--- src/rtl/if_pkg.sv ---
// Shared definitions for the instruction-fetch stage: widths, the PC step,
// the bubble instruction, the run/idle state type and the IF/ID record.
package if_pkg;

    localparam int          XLEN                = 32;
    localparam logic [31:0] PC_STEP             = 32'd4;
    localparam logic [31:0] FLUSH_INSTR_DEFAULT = 32'h0000_0013;  // addi x0,x0,0

    typedef enum logic [0:0] {
        IDLE = 1'b0,
        RUN  = 1'b1
    } fetch_state_t;

    typedef struct packed {
        logic [XLEN-1:0] pc;
        logic [XLEN-1:0] instr;
        logic            valid;
    } ifid_t;

    // Sequential successor of a PC; wraps modulo 2^32 with no carry out.
    function automatic logic [XLEN-1:0] next_seq_pc(input logic [XLEN-1:0] pc);
        return pc + PC_STEP;
    endfunction

endpackage

--- src/rtl/if_pc_reg.sv ---
// Program-counter register with the sequential increment and next-PC mux.
// Priority of the decision inputs: flush > hold > advance; with none asserted
// the PC keeps its value.
module if_pc_reg
    import if_pkg::*;
#(
    parameter logic [31:0] RESET_PC = 32'h0000_0000
) (
    input  logic            clk,
    input  logic            rst,
    input  logic            flush,
    input  logic            hold,
    input  logic            advance,
    input  logic [XLEN-1:0] target,
    output logic [XLEN-1:0] pc
);

    logic [XLEN-1:0] pc_r;
    logic [XLEN-1:0] next_pc_s;

    // Select the next PC: branch redirect, hold, or sequential step.
    always_comb begin
        next_pc_s = pc_r;
        if (flush) begin
            next_pc_s = target;  // taken unmodified, no alignment fix-up
        end else if (hold) begin
            next_pc_s = pc_r;
        end else if (advance) begin
            next_pc_s = next_seq_pc(pc_r);
        end else begin
            next_pc_s = pc_r;
        end
    end

    // PC register, asynchronously returned to RESET_PC.
    always_ff @(posedge clk or posedge rst) begin
        if (rst) begin
            pc_r <= RESET_PC;
        end else begin
            pc_r <= next_pc_s;
        end
    end

    assign pc = pc_r;

endmodule

--- src/rtl/if_fetch_stage.sv ---
// Instruction-fetch stage: run/idle control, PC (via if_pc_reg) and the IF/ID
// pipeline register. Optional fetch/bubble statistics counters are enabled
// by defining IF_FETCH_STAT_EN.
module if_fetch_stage
    import if_pkg::*;
#(
    parameter logic [31:0] RESET_PC    = 32'h0000_0000,
    parameter logic [31:0] FLUSH_INSTR = FLUSH_INSTR_DEFAULT
) (
    input  logic        clk_i,
    input  logic        rst_i,
    input  logic        start_i,
    input  logic        stall_i,
    input  logic        flush_i,
    input  logic [31:0] branch_target_i,
    input  logic [31:0] instr_i,
    output logic [31:0] pc_o,
    output logic [31:0] ifid_pc_o,
    output logic [31:0] ifid_instr_o,
`ifdef IF_FETCH_STAT_EN
    output logic [31:0] fetch_cnt_o,
    output logic [31:0] bubble_cnt_o,
`endif
    output logic        ifid_valid_o
);

    fetch_state_t state_r;
    ifid_t        ifid_r;

    logic run_edge_s;
    logic do_flush_s;
    logic do_hold_s;
    logic do_adv_s;

    // An edge does work only if already running and start_i is still high;
    // a start_i drop freezes the stage on the very edge that samples it.
    assign run_edge_s = (state_r == RUN) && start_i;
    assign do_flush_s = run_edge_s && flush_i;
    assign do_hold_s  = !run_edge_s || (stall_i && !flush_i);
    assign do_adv_s   = run_edge_s && !flush_i && !stall_i;

    if_pc_reg #(
        .RESET_PC (RESET_PC)
    ) u_pc_reg (
        .clk     (clk_i),
        .rst     (rst_i),
        .flush   (do_flush_s),
        .hold    (do_hold_s),
        .advance (do_adv_s),
        .target  (branch_target_i),
        .pc      (pc_o)
    );

    // Run/idle state machine driven by the start handshake.
    always_ff @(posedge clk_i or posedge rst_i) begin
        if (rst_i) begin
            state_r <= IDLE;
        end else begin
            case (state_r)
                IDLE:    state_r <= start_i ? RUN : IDLE;
                RUN:     state_r <= start_i ? RUN : IDLE;
                default: state_r <= IDLE;
            endcase
        end
    end

    // IF/ID register: bubble on flush, capture on advance, otherwise hold.
    always_ff @(posedge clk_i or posedge rst_i) begin
        if (rst_i) begin
            ifid_r <= '{pc: 32'h0000_0000, instr: FLUSH_INSTR, valid: 1'b0};
        end else if (do_flush_s) begin
            ifid_r <= '{pc: 32'h0000_0000, instr: FLUSH_INSTR, valid: 1'b0};
        end else if (do_adv_s) begin
            ifid_r <= '{pc: pc_o, instr: instr_i, valid: 1'b1};
        end else begin
            ifid_r <= ifid_r;
        end
    end

    assign ifid_pc_o    = ifid_r.pc;
    assign ifid_instr_o = ifid_r.instr;
    assign ifid_valid_o = ifid_r.valid;

`ifdef IF_FETCH_STAT_EN
    logic [31:0] fetch_cnt_r;
    logic [31:0] bubble_cnt_r;

    // Saturating counters of advancing edges and of flush/stall edges in RUN.
    always_ff @(posedge clk_i or posedge rst_i) begin
        if (rst_i) begin
            fetch_cnt_r  <= 32'h0000_0000;
            bubble_cnt_r <= 32'h0000_0000;
        end else begin
            if (do_adv_s && (fetch_cnt_r != 32'hFFFF_FFFF)) begin
                fetch_cnt_r <= fetch_cnt_r + 32'd1;
            end else begin
                fetch_cnt_r <= fetch_cnt_r;
            end
            if (run_edge_s && (flush_i || stall_i) && (bubble_cnt_r != 32'hFFFF_FFFF)) begin
                bubble_cnt_r <= bubble_cnt_r + 32'd1;
            end else begin
                bubble_cnt_r <= bubble_cnt_r;
            end
        end
    end

    assign fetch_cnt_o  = fetch_cnt_r;
    assign bubble_cnt_o = bubble_cnt_r;
`endif

endmodule

--- config.mk ---
export PLATFORM = sky130hd
export DESIGN_NAME = if_fetch_stage
export DESIGN_NICKNAME = d
export VERILOG_FILES = /design/src/rtl/if_pkg.sv /design/src/rtl/if_pc_reg.sv /design/src/rtl/if_fetch_stage.sv
export SDC_FILE = /design/constraint.sdc
export NUM_CORES = 1
export LEC_CHECK = 0
export ABC_AREA = 1
export CAP_MARGIN = 20
export CORE_ASPECT_RATIO = 0.5
export CORE_UTILIZATION = 32
export CTS_BUF_LIST = sky130_fd_sc_hd__clkbuf_2
export CTS_CLUSTER_DIAMETER = 80
export DETAILED_ROUTE_END_ITERATION = 12
export PLACE_DENSITY = 0.72
export SKIP_LAST_GASP = 1
export SYNTH_ARGS = -nofsm -noshare
export SYNTH_HDL_FRONTEND = slang
export SYNTH_SLANG_ARGS = --single-unit
--- constraint.sdc ---
create_clock -name clk_i -period 2.6 [get_ports clk_i]
set_input_delay 0.26 -clock clk_i [delete_from_list [all_inputs] [get_ports clk_i]]
set_output_delay 0.26 -clock clk_i [all_outputs]
set_load 0.05 [all_outputs]
==> out/results.tsv, run 1 <==
metric	value	unit
status	finished clean	
yosysTopAreaCell	dfrtp_1	
critical-path-slowest-cell	clkdlybuf4s50_1	
cts_resized	0	
vias	4190	
path_cells	clkdlybuf4s50_1	
drcViolationCount	0	
p_leak	2.80	nW
gr-total-overflow	0	
yosysWarnings	0	
arrival	2030	ps
dieArea	14800	µm²
synth.distinct_cells	35	
drt_iter0_markers	288	
num-fill-cells	1277	
port_buffers	165	
syn_to_final_growth	44.1	%
antenna_found_initial	0	
synth_top_area_share	52.0	%
crit_buf_inv	1	
seq_area_frac_synth	53.7	%
dieHeight	86.5	µm
ys.flop_type	dfrtp_1	
drv_slew	0	
dr.pass1.iters	6	
synth_commonest_cells	nand2_1 (116), dfrtp_1 (95), nand3_1 (39)	
ant_nets	0	
cp_top_family	buffers and inverters	
setup_viol	0	
slew_headroom	54.0	%
clock_sinks	98	
ir_drop	224	µV
power_density	641	nW/µm²
clk_pin_slew_worst_paths	270	ps
synth_edf_count	0	
slowest_delay	870	ps
clk-insertion-delay-late	570	ps
syn_nets	566	
setup_tns	0	ps
startpoint_type	flip-flop	
crit_required	2340	ps
drive_gt1_share	8.89	%
drv_cap	0	
rows	30	
path_class	flip-flop to primary output	
tritoncts	done	
h-tree-depth	3	
p_total	4.22	mW
worst_pin_slew	689	ps
path_max_fanout	6	
cts_setup_buffers	0	
detail_route.vias_per_cell	4.89	
core	13700	µm²
syn_area	4570	µm²
grt_pass1_vias	3949	
io_pins	166	
drt_wl_total	13500	µm
antenna_cells	0	
final_hold_viol_count	0	
hold_buffers	0	
initial_core_util	33.3	%
dieWidth	171	µm
async_flop_share	100	%
clk_path_buf_depth	2	
grt_pass1_wl	21300	µm
synth-seq-cells	98	
layout.nets	729	
grt_max_degree	62	
synth_most_common_cell	nand2_1	
dpl.hpwl	9930	µm
grt.total_usage	18.8	%
cp-end-kind	primary output	
grt_setup_unrepaired	no	
wl_per_cell	15.8	µm
syn_avg_cell_area	9.22	µm²
cts-buffers-inserted	9	
place_congestion	0.845	
finClkSkew	25.2	ps
synth_cells	496	
hp-class	input pin to asynchronous set/reset pin	
synth_area_leaders	dfrtp_1 (52%), nand2_1 (9.5%), a22o_1 (5.9%)	
cts-root-buf	clkbuf_2	
max_freq	437	MHz
timing.final.crit_share	87.9	%
min_period	2290	ps
-- routing by layer --
metal / vias to the layer above / global-route usage (%) / part of all wire, %
li1: 2008 / - / -
met1: 2029 / 25.5 / 45
met2: 135 / 30.7 / 48
met3: 18 / 4.34 / 5.5
met4: 0 / 4.30 / 1.1
met5: - / 0 / 0
-- final timing paths --
check                                            startpoint  cells past startpoint                           end  slack [ps]
worst min-delay path                                  rst_i                      2    u_pc_reg.pc[5]$_DFFE_PP0P_         100
min in group clk_i                                  start_i                      1             state_r$_DFF_PP0_         150
worst min register to register    ifid_pc_o[13]$_DFFE_PP0P_                      2     ifid_pc_o[13]$_DFFE_PP0P_         520
max in group asynchronous                             rst_i                      3  ifid_instr_o[22]$_DFFE_PP0P_        1840
worst max-delay path            u_pc_reg.pc[12]$_DFFE_PP0P_                      1                      pc_o[12]         310
worst max register to register   u_pc_reg.pc[2]$_DFFE_PP0P_                      8   u_pc_reg.pc[26]$_DFFE_PP0P_         870
-- through the flow --
| stage | instance area, µm² | hold WS [ps] | setup slack, ps | utilization, % | cells |
|---|---|---|---|---|---|
| floorplan | 4580 | 291 | 806 | - | 496 |
| CTS | 6590 | 69.7 | 260 | 48.0 | 856 |
| finish | 6590 | 103 | 314 | 48.0 | 856 |
| detailed placement | 6450 | 472 | 574 | 47.0 | 840 |
| global placement | 6450 | 467 | 619 | 47.0 | 840 |
| global route | 6590 | 66.9 | 199 | 48.0 | 856 |
-- power by group --
part	internal [mW]	leakage (nW)	switching, mW
logic	0.532	1.43	0.968
registers	1.70	1.29	0.193
clock network	0.325	0.0859	0.510
total	2.55	2.80	1.67
-- area by class of cell --
type	instances	area (µm²)	area share [%]
well taps	192	240	3.65
flip-flops and latches	98	2460	37.3
clock inverters	5	78.8	1.20
clock buffers	11	55.1	0.836
repair buffers	173	1750	26.6
inverters	40	154	2.34
multi-input cells	337	1850	28.1
-- cells in the final DEF (no fill, tap or decap), drive strengths merged, types with 2 or more instances in the layout --
| cell type | instances |
|---|---|
| clkdlybuf4s50 | 165 |
| nor2 | 51 |
| nand4 | 4 |
| buf | 8 |
| o211ai | 3 |
| clkinv | 3 |
| o22a | 3 |
| a22oi | 25 |
| dfrtp | 95 |
| inv | 39 |
| clkbuf | 11 |
| a22o | 31 |
| bufinv | 2 |
| nand3 | 43 |
| o21ai | 39 |
| nand2 | 123 |
| a32o | 2 |
| xor2 | 5 |
| dfstp | 3 |
-- state kept, by name, summed over array words and instances (netlist names) --
register      count
ifid_instr_o     32
ifid_pc_o        32
u_pc_reg.pc      32
ifid_valid_o      1
state_r           1
-- cells by family after synthesis --
logic type / Yosys count / synth area share (%)
AND/OR/NAND/NOR: 223 / 22.7
AO/OA/AOI/OAI: 107 / 16.4
flip-flops: 98 / 53.7
buffers and inverters: 61 / 5.72
XOR/XNOR: 6 / 1.15
adder cells (fa/ha/maj): 1 / 0.274
(Power assumes the default switching activity.)
==> run 2: changes to the inputs <==
- CORE_UTILIZATION: 32 -> 42
- GPL_ROUTABILITY_DRIVEN: not set -> 1
- PLACE_DENSITY: 0.72 -> 0.88
==> run 2 against run 1 <==
Core utilization rose by 14 points. Clock power down 25%. Maximum frequency rose by 1.6%. Critical path type unchanged. Combinational power barely moved. Design area decreased by 1.7%. Register-to-register slack about the same.
==> out/results.tsv, run 2 (synthesis results as in run 1) <==
metric	value	unit
rows	26	
cp-startpoint	ifid_instr_o[0]$_DFFE_PP1P_	
drv_cap	0	
worst_slack	350	ps
ir_drop	250	µV
r2r_setup_slack	860	ps
antenna_cells	0	
drt_iter0_markers	449	
dr.pass1.iters	5	
dp_cells	790	
core	10400	µm²
cts_setup_buffers	0	
finClkSkew	21.9	ps
cts-buffers-inserted	9	
clock_sinks	98	
grt_pass1_wl	20300	µm
clk_pin_slew_worst_paths	250	ps
io_pins	166	
dieHeight	75.8	µm
cts-root-buf	clkbuf_2	
hp-class	input pin to asynchronous set/reset pin	
antenna_found_initial	0	
dieWidth	150	µm
path_cells	clkdlybuf4s50_1	
timing.rr.end	u_pc_reg.pc[22]$_DFFE_PP0P_	
dieArea	11300	µm²
drive_gt1_share	9.01	%
ant_nets	0	
vias	4274	
whs	110	ps
final_common_cell	clkdlybuf4s50_1	
p_leak	2.78	nW
startpoint_type	flip-flop	
cp_top_family	buffers and inverters	
status	finished clean	
placed_cell_area	6390	µm²
slew_headroom	52.5	%
final_area	6470	µm²
hold_buffers	0	
power_density	620	nW/µm²
crit_required	2340	ps
r2r_cells	8	
dp_slack	669	ps
grt_setup_unrepaired	no	
layout_common_cells	clkdlybuf4s50_1 (165), nand2_1 (116), dfrtp_1 (95)	
path_class	flip-flop to primary output	
slowest_delay	820	ps
p_total	4.02	mW
grt.total_usage	23.5	%
min_period	2250	ps
crit_buf_inv	1	
final_hold_viol_count	0	
stdcell_count	806	
gr-total-overflow	0	
grt_max_degree	46	
worst_pin_slew	711	ps
clk_path_buf_depth	2	
cp-end-kind	primary output	
place_congestion	0.884	
drt_wl_total	13100	µm
clk-insertion-delay-late	570	ps
drv_slew	0	
grt_pass1_vias	4056	
dpl.hpwl	9530	µm
initial_core_util	44.1	%
max_freq	444	MHz
layout.nets	731	
arrival	1990	ps
drcViolationCount	0	
post-route-util	62.4	%
h-tree-depth	3	
critical-path-slowest-cell	clkdlybuf4s50_1	
cts_resized	0	
timing.final.crit_share	86.5	%
setup_viol	0	
tritoncts	done	
r2r-start	u_pc_reg.pc[2]$_DFFE_PP0P_	
detail_route.vias_per_cell	5.30	
wl_per_cell	16.2	µm
path_max_fanout	2	
syn_to_final_growth	41.6	%
setup_tns	0	ps
port_buffers	165	
==> run 2: worst max path at each step <==
stage                                        endpoint  slack [ps]  cells past startpoint
after global routing                         pc_o[15]         250                      1
after floorplan           u_pc_reg.pc[24]$_DFFE_PP0P_         810                      8
after detailed placement  u_pc_reg.pc[18]$_DFFE_PP0P_         670                      8
final                                 ifid_instr_o[0]         350                      1
after global placement    u_pc_reg.pc[13]$_DFFE_PP0P_         750                      8
after CTS                             ifid_instr_o[0]         320                      1
==> run 2: area by class of cell <==
cell class / count / area [µm²]
fillers: 825 / 3910
flip-flops and latches: 98 / 2460
multi-input cells: 337 / 1850
repair buffers: 175 / 1750
well taps: 140 / 175
inverters: 40 / 154
clock buffers: 13 / 65.1
clock inverters: 3 / 16.3
==> run 2: worst reg2reg max path: cells and delay by family (launching register included) <==
family,cells,cell delay (ps)
DFF,1,510
and+or+nand+nor,7,920
adders and majority gates,1,250
==> run 2: layer usage <==
| metal | vias to the layer above | global-route usage (%) | routed length [µm] |
|---|---|---|---|
| met5 | - | 0 | 0 |
| met4 | 0 | 7.82 | 258 |
| met3 | 29 | 4.73 | 901 |
| met2 | 189 | 37.7 | 6270 |
| met1 | 2043 | 32.3 | 5670 |
| li1 | 2013 | - | - |
==> run 2: where the power goes <==
group | internal [mW] | switching, mW | total (mW) | leakage, nW
combinational | 0.531 | 0.969 | 1.50 | 1.43
clock | 0.137 | 0.490 | 0.627 | 0.0596
sequential | 1.70 | 0.192 | 1.89 | 1.29
total | 2.37 | 1.65 | 4.02 | 2.78
